--- config.mk ---
export PLATFORM = sky130hd
export DESIGN_NAME = wb_pbus_decoder
export DESIGN_NICKNAME = d
export VERILOG_FILES = /design/src/rtl/wb_pbus_decoder_pkg.sv /design/src/rtl/wb_pbus_decoder_addr_decode.sv /design/src/rtl/wb_pbus_decoder.sv
export SDC_FILE = /design/constraint.sdc
export NUM_CORES = 1
export LEC_CHECK = 0
export ABC_AREA = 0
export BUFFER_PORTS_ARGS = -buffer_cell sky130_fd_sc_hd__buf_2
export CAP_MARGIN = 25
export CORE_AREA = 2 2 169 171
export CTS_CLUSTER_SIZE = 20
export DETAILED_ROUTE_END_ITERATION = 6
export DIE_AREA = 0 0 171 173
export HOLD_SLACK_MARGIN = 0.08
export SLEW_MARGIN = 5
export SYNTH_ARGS = -nofsm -noshare
export SYNTH_HDL_FRONTEND = slang
export SYNTH_SLANG_ARGS = --single-unit
--- constraint.sdc ---
create_clock -name clk_i -period 3.7 [get_ports clk_i]
set_input_delay 0.37 -clock clk_i [delete_from_list [all_inputs] [get_ports clk_i]]
set_output_delay 0.37 -clock clk_i [all_outputs]
set_load 0.05 [all_outputs]
--- src/rtl/wb_pbus_decoder_pkg.sv ---
// -----------------------------------------------------------------------------
// wb_pbus_decoder_pkg
// Shared types and defaults for the Wishbone peripheral-bus decoder.
//   PBUS_SLOT_AW / PBUS_NUM_SLOTS / PBUS_BASE : default slot geometry of the
//                                               0x2000_xxxx peripheral region
//   wb_master_t  : Wishbone B4 request  (cyc, stb, we, adr, dat, sel)
//   wb_slave_t   : Wishbone B4 response (dat, ack, err, rty, stall)
//   pbus_state_e : decoder FSM states
//   pbus_req_t   : request latched at accept, held for the whole access
// -----------------------------------------------------------------------------
package wb_pbus_decoder_pkg;

    localparam int          PBUS_SLOT_AW    = 12;
    localparam int          PBUS_NUM_SLOTS  = 8;
    localparam logic [31:0] PBUS_BASE       = 32'h2000_0000;
    // Slot index is always 4 bits: the region decodes up to 16 slots.
    localparam int          PBUS_SLOT_IDX_W = 4;

    typedef struct packed {
        logic        cyc;
        logic        stb;
        logic        we;
        logic [31:0] adr;
        logic [31:0] dat;
        logic [3:0]  sel;
    } wb_master_t;

    typedef struct packed {
        logic [31:0] dat;
        logic        ack;
        logic        err;
        logic        rty;
        logic        stall;
    } wb_slave_t;

    typedef enum logic [1:0] {
        PB_IDLE   = 2'd0,
        PB_ACCESS = 2'd1,
        PB_RESP   = 2'd2
    } pbus_state_e;

    typedef struct packed {
        logic [31:0]                adr;
        logic [31:0]                dat;
        logic [3:0]                 sel;
        logic                       we;
        logic [PBUS_SLOT_IDX_W-1:0] slot;
        logic                       hit;
    } pbus_req_t;

endpackage

--- src/rtl/wb_pbus_decoder_addr_decode.sv ---
// -----------------------------------------------------------------------------
// wb_pbus_decoder_addr_decode
// Combinational address decoder for the peripheral region.
//   i_adr_hi : Wishbone address bits above the in-slot offset (adr[31:SLOT_AW])
//   o_slot   : 4-bit slot index (adr[SLOT_AW+3:SLOT_AW])
//   o_hit    : region matches, slot exists and slot is enabled
// -----------------------------------------------------------------------------
module wb_pbus_decoder_addr_decode
    import wb_pbus_decoder_pkg::*;
#(
    parameter int                   NUM_SLOTS = PBUS_NUM_SLOTS,
    parameter int                   SLOT_AW   = PBUS_SLOT_AW,
    parameter logic [31:0]          BASE_ADDR = PBUS_BASE,
    parameter logic [NUM_SLOTS-1:0] SLOT_EN   = '1
) (
    input  logic [31-SLOT_AW:0]         i_adr_hi,
    output logic [PBUS_SLOT_IDX_W-1:0]  o_slot,
    output logic                        o_hit
);

    // Width of the region tag above the slot index.
    localparam int          RW     = 32 - SLOT_AW - PBUS_SLOT_IDX_W;
    // Enable mask widened to all 16 slot codes; missing slots read as disabled.
    localparam logic [15:0] EN_EXT = 16'(SLOT_EN);

    logic w_region;
    logic w_in_range;

    always_comb begin
        o_slot     = i_adr_hi[PBUS_SLOT_IDX_W-1:0];
        w_region   = (i_adr_hi[31-SLOT_AW -: RW] == BASE_ADDR[31 -: RW]);
        w_in_range = ({1'b0, o_slot} < 5'(NUM_SLOTS));
        o_hit      = w_region && w_in_range && EN_EXT[o_slot];
    end

endmodule

--- src/rtl/wb_pbus_decoder.sv ---
// -----------------------------------------------------------------------------
// wb_pbus_decoder
// Wishbone B4 pipelined slave for the peripheral region. Each request is
// decoded into one of NUM_SLOTS slots, registered, and forwarded to that slot
// as a single outstanding access guarded by a timeout. Misses, disabled slots,
// peripheral errors and timeouts all answer with err so the bus never hangs.
// Ports:
//   clk_i, rst_i   : clock, synchronous active-high reset
//   wb_m_i/wb_s_o  : Wishbone request / response
//   pbus_addr_o    : registered offset within the slot
//   pbus_wdata_o   : registered write data
//   pbus_wstrb_o   : registered byte strobes (0 on reads)
//   pbus_we_o      : registered write enable
//   pbus_valid_o   : one-hot request to the addressed slot during an access
//   pbus_rdata_i   : per-slot read data
//   pbus_ready_i   : per-slot completion
//   pbus_err_i     : per-slot error, only looked at together with ready
//   timeout_o      : one-cycle pulse when an access times out
// -----------------------------------------------------------------------------
module wb_pbus_decoder
    import wb_pbus_decoder_pkg::*;
#(
    parameter int                   NUM_SLOTS   = PBUS_NUM_SLOTS,
    parameter int                   SLOT_AW     = PBUS_SLOT_AW,
    parameter logic [31:0]          BASE_ADDR   = PBUS_BASE,
    parameter logic [NUM_SLOTS-1:0] SLOT_EN     = '1,
    parameter int                   TIMEOUT_CYC = 255
) (
    input  logic                        clk_i,
    input  logic                        rst_i,
    input  wb_master_t                  wb_m_i,
    output wb_slave_t                   wb_s_o,
    output logic [SLOT_AW-1:0]          pbus_addr_o,
    output logic [31:0]                 pbus_wdata_o,
    output logic [3:0]                  pbus_wstrb_o,
    output logic                        pbus_we_o,
    output logic [NUM_SLOTS-1:0]        pbus_valid_o,
    input  logic [NUM_SLOTS-1:0][31:0]  pbus_rdata_i,
    input  logic [NUM_SLOTS-1:0]        pbus_ready_i,
    input  logic [NUM_SLOTS-1:0]        pbus_err_i,
    output logic                        timeout_o
);

    localparam int                CNT_W    = $clog2(TIMEOUT_CYC + 1);
    localparam logic [CNT_W-1:0]  CNT_LAST = CNT_W'(TIMEOUT_CYC - 1);

    pbus_state_e                  r_state;
    pbus_state_e                  w_next_state;
    pbus_req_t                    r_req;
    logic [CNT_W-1:0]             r_cnt;
    logic [31:0]                  r_rdata;
    logic                         r_err;
    logic                         r_timeout;

    logic [PBUS_SLOT_IDX_W-1:0]   w_dec_slot;
    logic                         w_dec_hit;
    logic                         w_accept;
    logic                         w_sel_ready;
    logic                         w_cnt_last;
    logic [15:0][31:0]            w_rdata_ext;
    logic [15:0]                  w_ready_ext;
    logic [15:0]                  w_err_ext;
    logic                         w_unused_adr;

    wb_pbus_decoder_addr_decode #(
        .NUM_SLOTS (NUM_SLOTS),
        .SLOT_AW   (SLOT_AW),
        .BASE_ADDR (BASE_ADDR),
        .SLOT_EN   (SLOT_EN)
    ) u_addr_decode (
        .i_adr_hi (wb_m_i.adr[31:SLOT_AW]),
        .o_slot   (w_dec_slot),
        .o_hit    (w_dec_hit)
    );

    // Per-slot inputs widened to 16 entries so the 4-bit slot index selects
    // without width games; entries past NUM_SLOTS are never selected on a hit.
    always_comb begin
        w_rdata_ext = '0;
        w_ready_ext = '0;
        w_err_ext   = '0;
        for (int i = 0; i < NUM_SLOTS; i++) begin
            w_rdata_ext[i] = pbus_rdata_i[i];
            w_ready_ext[i] = pbus_ready_i[i];
            w_err_ext[i]   = pbus_err_i[i];
        end
    end

    assign w_accept    = wb_m_i.cyc && wb_m_i.stb;
    assign w_sel_ready = w_ready_ext[r_req.slot];
    assign w_cnt_last  = (r_cnt == CNT_LAST);

    // Only the in-slot offset of the latched address leaves the block.
    assign w_unused_adr = ^r_req.adr[31:SLOT_AW];

    // State register
    always_ff @(posedge clk_i) begin
        if (rst_i) begin
            r_state <= PB_IDLE;
        end else begin
            r_state <= w_next_state;
        end
    end

    // Next-state logic. Losing cyc aborts from any busy state; ready is
    // checked before the timeout so a last-cycle completion is still normal.
    always_comb begin
        w_next_state = r_state;
        case (r_state)
            PB_IDLE: begin
                if (w_accept) begin
                    w_next_state = w_dec_hit ? PB_ACCESS : PB_RESP;
                end
            end
            PB_ACCESS: begin
                if (!wb_m_i.cyc) begin
                    w_next_state = PB_IDLE;
                end else if (w_sel_ready || w_cnt_last) begin
                    w_next_state = PB_RESP;
                end
            end
            PB_RESP: begin
                w_next_state = PB_IDLE;
            end
            default: begin
                w_next_state = PB_IDLE;
            end
        endcase
    end

    // Request latch, response capture and timeout counter
    always_ff @(posedge clk_i) begin
        if (rst_i) begin
            r_req     <= '0;
            r_cnt     <= '0;
            r_rdata   <= '0;
            r_err     <= 1'b0;
            r_timeout <= 1'b0;
        end else begin
            r_timeout <= 1'b0;
            case (r_state)
                PB_IDLE: begin
                    if (w_accept) begin
                        r_req.adr  <= wb_m_i.adr;
                        r_req.dat  <= wb_m_i.dat;
                        r_req.sel  <= wb_m_i.sel;
                        r_req.we   <= wb_m_i.we;
                        r_req.slot <= w_dec_slot;
                        r_req.hit  <= w_dec_hit;
                        r_err      <= !w_dec_hit;
                        r_rdata    <= '0;
                    end
                end
                PB_ACCESS: begin
                    if (wb_m_i.cyc) begin
                        if (w_sel_ready) begin
                            r_rdata <= w_rdata_ext[r_req.slot];
                            r_err   <= w_err_ext[r_req.slot];
                        end else if (w_cnt_last) begin
                            r_err     <= 1'b1;
                            r_timeout <= 1'b1;
                        end
                    end
                end
                default: begin
                end
            endcase
            // Counts only while staying in ACCESS, so every new access and
            // every abort starts from zero.
            if ((r_state == PB_ACCESS) && (w_next_state == PB_ACCESS)) begin
                r_cnt <= r_cnt + 1'b1;
            end else begin
                r_cnt <= '0;
            end
        end
    end

    // Output logic. The response is gated by cyc so an abort during RESP
    // emits neither ack nor err.
    always_comb begin
        wb_s_o       = '0;
        pbus_valid_o = '0;
        case (r_state)
            PB_IDLE: begin
                wb_s_o.stall = 1'b0;
            end
            PB_ACCESS: begin
                wb_s_o.stall = 1'b1;
                for (int i = 0; i < NUM_SLOTS; i++) begin
                    pbus_valid_o[i] = r_req.hit && (r_req.slot == PBUS_SLOT_IDX_W'(i));
                end
            end
            PB_RESP: begin
                wb_s_o.stall = 1'b1;
                if (wb_m_i.cyc) begin
                    wb_s_o.ack = !r_err;
                    wb_s_o.err = r_err;
                    if (!r_err && !r_req.we) begin
                        wb_s_o.dat = r_rdata;
                    end
                end
            end
            default: begin
                wb_s_o.stall = 1'b0;
            end
        endcase
        wb_s_o.rty = 1'b0;
    end

    assign pbus_addr_o  = r_req.adr[SLOT_AW-1:0];
    assign pbus_wdata_o = r_req.dat;
    assign pbus_wstrb_o = r_req.we ? r_req.sel : 4'b0000;
    assign pbus_we_o    = r_req.we;
    assign timeout_o    = r_timeout;

endmodule

### Yosys cells after proc, flatten, opt, wreduce, memory -nomap -nowiden

Memories as Yosys holds them, arrays and structs flattened.
Cells that the tools add are included.

* flip-flop bits (word level): 98
* bits in read-only memories: 16
* input bits: 345
* memories: 1

Memory list
* (name not given): words 16, bits a word 1, read ports 1, clocked after Yosys merged registers in 0, wr ports 0, RTL line wb_pbus_decoder_addr_decode.sv:33 `o_hit = w_region && w_in_range && EN_EXT[o_slot];`

* $add $sub $neg: 1
* magnitude comparators: 3
* equality and inequality tests: 16
* mux-type cells: 28
* bitwise gates (word level): 3
* reduce and logical (&&, ||, !) cells: 26

Operators with widths (number)
* 32-bit two-way mux: 5
* 32-bit binary-select mux with 4-bit select: 1
* 34-bit two-way mux: 2
* 32-bit case mux with 2 select lines: 1
* 16-bit by 14-bit == test with 1-bit output, second input constant: 1
* 4-bit by 3-bit == test with 1-bit output, second input constant: 4
* 1-bit logical AND: 13
* 4-bit by 5-bit less-than comparator with 1-bit output, second input constant: 2
* 1-bit two-way mux: 9
* 8-bit by 1-bit adder with 8-bit output, second input constant: 1
* 1-bit binary-select mux with 4-bit select: 2
* 4-bit by 2-bit == test with 1-bit output, second input constant: 2
* 8-bit == test, second input constant: 1
* 2-bit two-way mux: 4
* 8-bit two-way mux: 1
* 4-bit AND reduction: 2
* 2-bit != test, second input constant: 3
* 2-bit by 1-bit == test with 1-bit output, second input constant: 2
* 4-bit by 1-bit == test with 1-bit output, second input constant: 1
* 4-bit zero test: 1
* 4-bit less-than comparator, second input constant: 1
* 4-bit two-way mux: 1
* 2-bit case mux with 2 select lines: 1
* 2-bit OR reduction: 2
* 10 further kinds: 14

### Longest topological paths before layout

Gate-level depths: netlist of the first run.

* word-level depth: 10
* depth in mapped cells: 8
* mapped depth without buffers: 7

### By module

From an unflattened synthesis of the first run, not the netlist that was laid out.

* cells, all modules: 688
* area, all modules: 6645.1 um^2

Modules (own cells, without submodules)
* wb_pbus_decoder: times used 1, cells an instance 678, area an instance 6552.5 um^2, sequential area each 1961.9 um^2
* wb_pbus_decoder_addr_decode: times used 1, cells an instance 10, area an instance 92.6 um^2, sequential area each 0.0 um^2

### Worst setup path after synthesis of the first run

Ideal clock, no wire load.

* path kind: flip-flop to output port
* from: register r_req[3] in the netlist's numbering
* to: output port pbus_valid_o[4]
* data arrival time: 2.297 ns
* required time: 3.330 ns
* setup slack: 1.033 ns
* cell stages (with the launch flop): 5
* path buffers: 2
* cell sequence: dfxtp_1 buf_1 buf_1 nand4b_1 nor3_1

* longest elaborated chain between the ends: 3

Ends and longest elaborated chain
* start, declared: RTL line wb_pbus_decoder.sv:49 `pbus_req_t r_req;`
* 4-bit by 3-bit == test with 1-bit output: RTL line wb_pbus_decoder.sv:190 `pbus_valid_o[i] = r_req.hit && (r_req.slot == PBUS_SLOT_IDX_W'(i));`
* 1-bit logical AND: RTL line wb_pbus_decoder.sv:190
* 8-bit two-way mux: RTL line wb_pbus_decoder.sv:183 `case (r_state)`
* end, declared: RTL line wb_pbus_decoder.sv:37 `output logic [NUM_SLOTS-1:0] pbus_valid_o,`

No other way between the ends.

### Worst setup path in the final report of the first run

* from: register r_req[2] in the netlist's numbering
* to: register r_rdata[4]

* longest elaborated chain between the ends: 5
* elaborated cells between the ends (all ways): 9
* those cells by class: 1 x eq/ne; 7 x mux; 1 x reduce/logical

Ends and longest elaborated chain
* 32-bit binary-select mux with 4-bit select: RTL line wb_pbus_decoder.sv:157 `r_rdata <= w_rdata_ext[r_req.slot];`
* 32-bit two-way mux (implied by the code): RTL line wb_pbus_decoder.sv:157
* 32-bit two-way mux: RTL line wb_pbus_decoder.sv:156 `if (w_sel_ready) begin`
* 32-bit two-way mux: RTL line wb_pbus_decoder.sv:155 `if (wb_m_i.cyc) begin`
* 32-bit case mux with 2 select lines: RTL line wb_pbus_decoder.sv:141 `case (r_state)`
* end signal, assigned: RTL line wb_pbus_decoder.sv:157
* end, declared: RTL line wb_pbus_decoder.sv:51 `logic [31:0] r_rdata;`

Parallel ways exist; a longest one is shown, timed or not. The select of a mux whose other input is x is not followed.
A chain may end at the register's enable or synchronous reset.

==> results.cfg, run 1 <==
[final_layout]
syn_to_final_growth_pct = 38.6
nNetsFinal = 1398
mostFrequentLayoutCell = buf_2
layout_common_cells = buf_2, nand2_1, dfxtp_1, mux4_2, a21oi_1
drive_gt1_frac = 0.543

[clock_tree]
cts.htree.levels = 3
clk_pin_slew_worst_paths_ps = 80
cts_root_buf = clkbuf_16
clk_latency_ps = 350
cts.path.max_buffers = 2
post_cts_buffers = 0
cts_buffers = 9
cts_resized = 0
cts_tree = yes
clock-sinks = 98
ctsHoldBuffers = 0

[global_route]
overflow = 0
grt_pass1_wl_um = 36800
grt_max_degree = 56
antenna_found_initial = 11
grt_pass1_vias = 6306
grt_util_all_layers = 0.164

[route]
avgRoutedWirePerCell_um = 17.4
wl_um = 25000
drtAntennaViolNets = 0
first_pass_iters = 4
drt_iter0_drc = 282
viasPerCell = 4.55
vias = 6536
drc = 0

[die]
ios = 439
fp-row-count = 61
die_height_um = 173
die_w_um = 171
core-area_sq_um = 27600
dieArea_sq_um = 29600
start_util = 0.237

[synthesis]
ys_seq_area_frac = 0.300
synth_edf_count = 0
synthArstFlopShare = 0
ys.warnings.count = 0
synth_area_sq_um = 6540
synth.avg_cell_area_sq_um = 9.47
syn-instance-count = 690
ys_ff_latch = 98
synthDistinctLibCells = 44
ys_dominant_reg_cell = dfxtp_1
syn_nets = 1040

[outcome]
outcome = completed

[power]
p_leak_nw = 4.08
clkPwrFrac = 0.379
p_sw_frac = 0.281
intPower_mw = 2.03
seqPwrFrac = 0.394
power_frac_comb = 0.227
pwr_density_cell_nw_per_um2 = 312
p_switching_uw = 794
peakVddDrop_v = 0.000213

[critical_path]
criticalPathCategory = reg2reg
worstPathArrival_ps = 2790
worst_path_max_delay_cell = dfxtp_4
crit_path_end_kind = flip-flop
crit_path_cell_trace = mux2_1, or3_1, nand4_2, a21o_2, buf_12, mux2i_1
cp-start-kind = flip-flop
cp_data_required_time_ps = 3980
max_stage_delay_ps = 580
critPathMaxFanout = 25

[timing]
setup-tns-final_ps = 0
setup_violations = 0
max_clock_freq_mhz = 399
rsz0062_at_grt = no
final_max_slew_viol_count = 0
skew_ps = 13.2
fin_crit_sh = 0.678
worst_slack_ps = 1190
finalHoldViolCount = 0
min_period_ps = 2510
worst_pin_slew_ps = 670
slew_headroom = 0.553

[run]
drv_cap = 0

[place]
io_buffers = 437
post-place-ws_ps = 1200
place_congestion = 0.858
dp_hpwl_um = 20300

[worst_hold_path]
hold_class = in2reg
[critical path, delay by kind of cell (launching register included)]
family                 cells  cell delay [ps]
DFF                        1              580
buffers and inverters      1              250
muxes                      2              540
AOI/OAI and AO/OA          1              550
and+or+nand+nor            2              510
[kinds of logic (layout without fill, tap and decap cells)]
logic type | Yosys count | count (layout) | synth area share
flip-flops | 98 | 98 | 0.300
adder cells (fa/ha/maj) | 5 | 5 | 0.00957
AND/OR/NAND/NOR | 264 | 264 | 0.179
buffers and inverters | 106 | 469 | 0.0974
XOR/XNOR | 6 | 6 | 0.00804
multiplexers | 136 | 136 | 0.341
other | 1 | 8 | 0.000574
AO/OA/AOI/OAI | 74 | 74 | 0.0643
[final timing paths]
check | startpoint | end | slack (ps) | cells past startpoint
worst max register to register | r_req[2]$_SDFFE_PP0P_ | r_rdata[4]$_SDFFE_PP0P_ | 1190 | 6
worst max-delay path | r_req[2]$_SDFFE_PP0P_ | r_rdata[4]$_SDFFE_PP0P_ | 1190 | 6
worst min register to register | pbus_wdata_o[15]$_SDFFE_PP0P_ | pbus_wdata_o[15]$_SDFFE_PP0P_ | 450 | 2
worst min-delay path | wb_m_i[32] | pbus_wdata_o[28]$_SDFFE_PP0P_ | 250 | 3
[power groups by stage]
| stage | Clock [mW] | Combinational (mW) | Sequential (mW) |
|---|---|---|---|
| 2_1_floorplan | 0 | 0.425 | 1.12 |
| 3_3_place_gp | 0 | 0.643 | 1.14 |
| 3_5_place_dp | 0 | 0.646 | 1.14 |
| 4_1_cts | 1.12 | 0.649 | 1.11 |
| 5_1_grt | 1.16 | 0.694 | 1.12 |
| 6_report | 1.07 | 0.640 | 1.11 |
[layout make-up]
| type | instances | area, sq um |
|---|---|---|
| Antenna cell | 7 | 17.5 |
| Clock buffer | 10 | 239 |
| Clock inverter | 6 | 95.1 |
| Fill cell | 2939 | 18600 |
| Inverter | 6 | 22.5 |
| Multi-Input combinational cell | 486 | 3960 |
| Sequential cell | 98 | 1970 |
| Tap cell | 378 | 473 |
| Timing Repair Buffer | 447 | 2290 |
[metrics by stage]
| step | area (sq um) | power, mW | hold slack, ps | utilization | std cells |
|---|---|---|---|---|---|
| 2_1_floorplan | 6540 | 1.55 | 432 | - | 690 |
| 3_3_place_gp | 8710 | 1.78 | 439 | 0.315 | 1415 |
| 3_5_place_dp | 8710 | 1.79 | 444 | 0.315 | 1415 |
| 4_1_cts | 9040 | 2.88 | 235 | 0.327 | 1431 |
| 5_1_grt | 9060 | 2.97 | 244 | 0.328 | 1437 |
| 6_report | 9060 | 2.82 | 250 | 0.328 | 1438 |
[cells in the mapped netlist (5+ instances only)]
cell      count  area, sq um
dfxtp_1      98         1960
ha_1          5         62.6
nor2_1       14         52.6
mux2_2       32          360
nand2_1     180          676
inv_1         5         18.8
a211oi_1      8         60.1
nor3_1        6         30.0
buf_2         8         40.0
clkbuf_1     36          135
mux2i_1      37          370
nand3_1       7         35.0
a21oi_1      54          270
buf_1         6         22.5
and2_1       36          225
buf_4        46          345
mux4_2       66         1490
[flip-flops by register name, indices dropped and copies added, names as in the netlist]
signal / count
pbus_we_o: 1
r_req: 9
r_cnt: 8
pbus_wdata_o: 32
timeout_o: 1
r_state: 2
r_rdata: 32
pbus_addr_o: 12
r_err: 1
[per-layer routing]
layer	up-vias	global-route usage	part of all wire
met1	3035	0.186	0.39
met2	328	0.296	0.52
met3	43	0.0336	0.068
met5	-	0	0.0019
li1	3122	-	-
met4	8	0.0689	0.026
(Power assumes the default switching activity.)
==> run 2, diff against run 1 <==
--- a/config.mk
+++ b/config.mk
@@ -5,13 +5,13 @@
 export SDC_FILE = /design/constraint.sdc
 export NUM_CORES = 1
 export LEC_CHECK = 0
-export ABC_AREA = 0
+export ABC_AREA = 1
 export BUFFER_PORTS_ARGS = -buffer_cell sky130_fd_sc_hd__buf_2
 export CAP_MARGIN = 25
-export CORE_AREA = 2 2 169 171
+export CORE_AREA = 2 2 170 172
 export CTS_CLUSTER_SIZE = 20
 export DETAILED_ROUTE_END_ITERATION = 6
-export DIE_AREA = 0 0 171 173
+export DIE_AREA = 0 0 172 174
 export HOLD_SLACK_MARGIN = 0.08
 export SLEW_MARGIN = 5
 export SYNTH_ARGS = -nofsm -noshare
==> constraint.sdc (replaced) <==
create_clock -name clk_i -period 2.5 [get_ports clk_i]
set_input_delay 0.25 -clock clk_i [delete_from_list [all_inputs] [get_ports clk_i]]
set_output_delay 0.25 -clock clk_i [all_outputs]
set_load 0.05 [all_outputs]
==> results.cfg, run 2 <==
[critical_path]
criticalPathCategory = reg2out
r2r_start = r_req[1]$_SDFFE_PP0P_
worstPathArrival_ps = 2030
startpoint = r_state[1]$_SDFF_PP0_
critPathMaxFanout = 35
cp_data_required_time_ps = 2250
crit_path_end_kind = output pin
cp-start-kind = flip-flop

[synthesis]
synth.area.top_cells = dfxtp_1, nand2_1, nor2_1
syn_nets = 1468
ys_ff_latch = 98
synth.avg_cell_area_sq_um = 5.88
synthArstFlopShare = 0
ys_seq_area_frac = 0.298
syn-instance-count = 1118
yosys-top-cells-count = nand2_1, nor2_1, dfxtp_1
synth_area_sq_um = 6580
yosysTopAreaCellShare = 0.298
synth_edf_count = 0
yosysTopAreaCell = dfxtp_1
ys.warnings.count = 0
yosysMostFrequentCell = nand2_1
ys_dominant_reg_cell = dfxtp_1
synthDistinctLibCells = 27

[clock_tree]
cts.htree.levels = 3
clk_latency_ps = 350
clock-sinks = 98
cts_buffers = 9
cts_root_buf = clkbuf_16
clk_pin_slew_worst_paths_ps = 80
cts.path.max_buffers = 2
ctsHoldBuffers = 0
cts_tree = yes

[timing]
min_period_ps = 2280
finalHoldViolCount = 0
setup-tns-final_ps = 0
skew_ps = 13.0
setup_violations = 0
final_max_slew_viol_count = 0
rsz0062_at_grt = no
slew_headroom = 0.603
max_clock_freq_mhz = 438
worst_pin_slew_ps = 595
fin_crit_sh = 0.913

[final_layout]
mostFrequentLayoutCell = nand2_1
drive_gt1_frac = 0.335
final_util = 0.326
seq_area_sq_um = 1960
nNetsFinal = 1829
finish.instance_area_sq_um = 9210
multi_input_area_sq_um = 3860
syn_to_final_growth_pct = 40.0
layout_common_cells = nand2_1, buf_2, nor2_1, dfxtp_1, nand4_1
fillers = 3224

[global_route]
grt_pass1_wl_um = 45100
grt_max_degree = 66
grt_util_all_layers = 0.198
overflow = 0
antenna_found_initial = 14
grt_pass1_vias = 8198

[run]
drv_cap = 0

[power]
pwr_density_cell_nw_per_um2 = 472
peakVddDrop_v = 0.000265
total_power_mw = 4.35
p_leak_nw = 4.49

[outcome]
outcome = completed

[place]
dp_hpwl_um = 24900
place_congestion = 0.919
placed_cell_area_sq_um = 8870
io_buffers = 437

[die]
die_w_um = 172
start_util = 0.233
dieArea_sq_um = 29900
fp-row-count = 62
core-area_sq_um = 28200
ios = 439
die_height_um = 174

[worst_hold_path]
hold_class = in2reg
hold_start = wb_m_i[41]

[route]
avgRoutedWirePerCell_um = 16.6
wl_um = 31100
drt_iter0_drc = 665
drc = 0
drtAntennaViolNets = 0
first_pass_iters = 5
viasPerCell = 4.57
vias = 8577
-- run 2: layout make-up --
type,instances,share of cell area
flip-flops and latches,98,0.213
clock buffers,10,0.0260
clock inverters,6,0.00625
diodes,10,0.00272
inverters,26,0.0109
well taps,384,0.0522
multi-input cells,877,0.419
repair buffers,467,0.269
-- run 2: cells by family (layout without fill, tap and decap cells) --
logic type | after synthesis | count (layout) | synth area share
xor gates and xnor gates | 6 | 6 | 0.00799
adders and majority gates | 5 | 5 | 0.00951
and+or+nand+nor | 736 | 736 | 0.453
DFF | 98 | 98 | 0.298
buffers and inverters | 143 | 509 | 0.120
AOI/OAI and AO/OA | 129 | 129 | 0.110
other | 1 | 11 | 0.000570
-- run 2: worst paths after layout --
check / to / slack (ps) / cells past startpoint
setup / recovery: pbus_valid_o[0] / 220 / 8
hold / removal: pbus_addr_o[5]$_SDFFE_PP0P_ / 110 / 3
setup reg to reg: r_rdata[0]$_SDFFE_PP0P_ / 340 / 10
hold reg to reg: r_rdata[22]$_SDFFE_PP0P_ / 470 / 2
-- run 2: repair_timing --
action	4_1_cts	5_1_grt
gates resized for setup	0	1
setup endpoints to repair	0	6
setup buffers	0	2
-- run 2: routing by layer --
layer  share of wire  track usage  wire, um  vias to the layer above
met1            0.40        0.223     12300                     3857
li1                -            -         -                     4248
met4           0.027       0.0690       830                        4
met3           0.094       0.0578      2930                       48
met2            0.48        0.354     15000                      420
met5         0.00077            0        24                        -
-- run 2: stage by stage --
| stage | cells | setup WS (ps) | hold slack, ps |
|---|---|---|---|
| 2_1_floorplan | 1118 | 508 | 385 |
| 3_3_place_gp | 1850 | 417 | 454 |
| 3_5_place_dp | 1850 | 368 | 456 |
| 4_1_cts | 1866 | 25.0 | 89.9 |
| 5_1_grt | 1874 | 39.6 | 106 |
| 6_report | 1878 | 217 | 112 |
-- run 2: where the power goes --
part	leakage (nW)	total, mW	switching, mW	internal (mW)
Sequential	0.800	1.66	0.0399	1.62
Clock	0.147	1.45	0.724	0.729
Combinational	3.54	1.23	0.785	0.444
-- run 2: worst max-delay path, cell delays in order (launching register included) --
cell and delay (ps):
dfxtp_1 320, inv_1 100, ha_2 250, buf_6 280, nand2_1 90, inv_1 70, nand2_1 140, nor2_1 160
buf_2 280
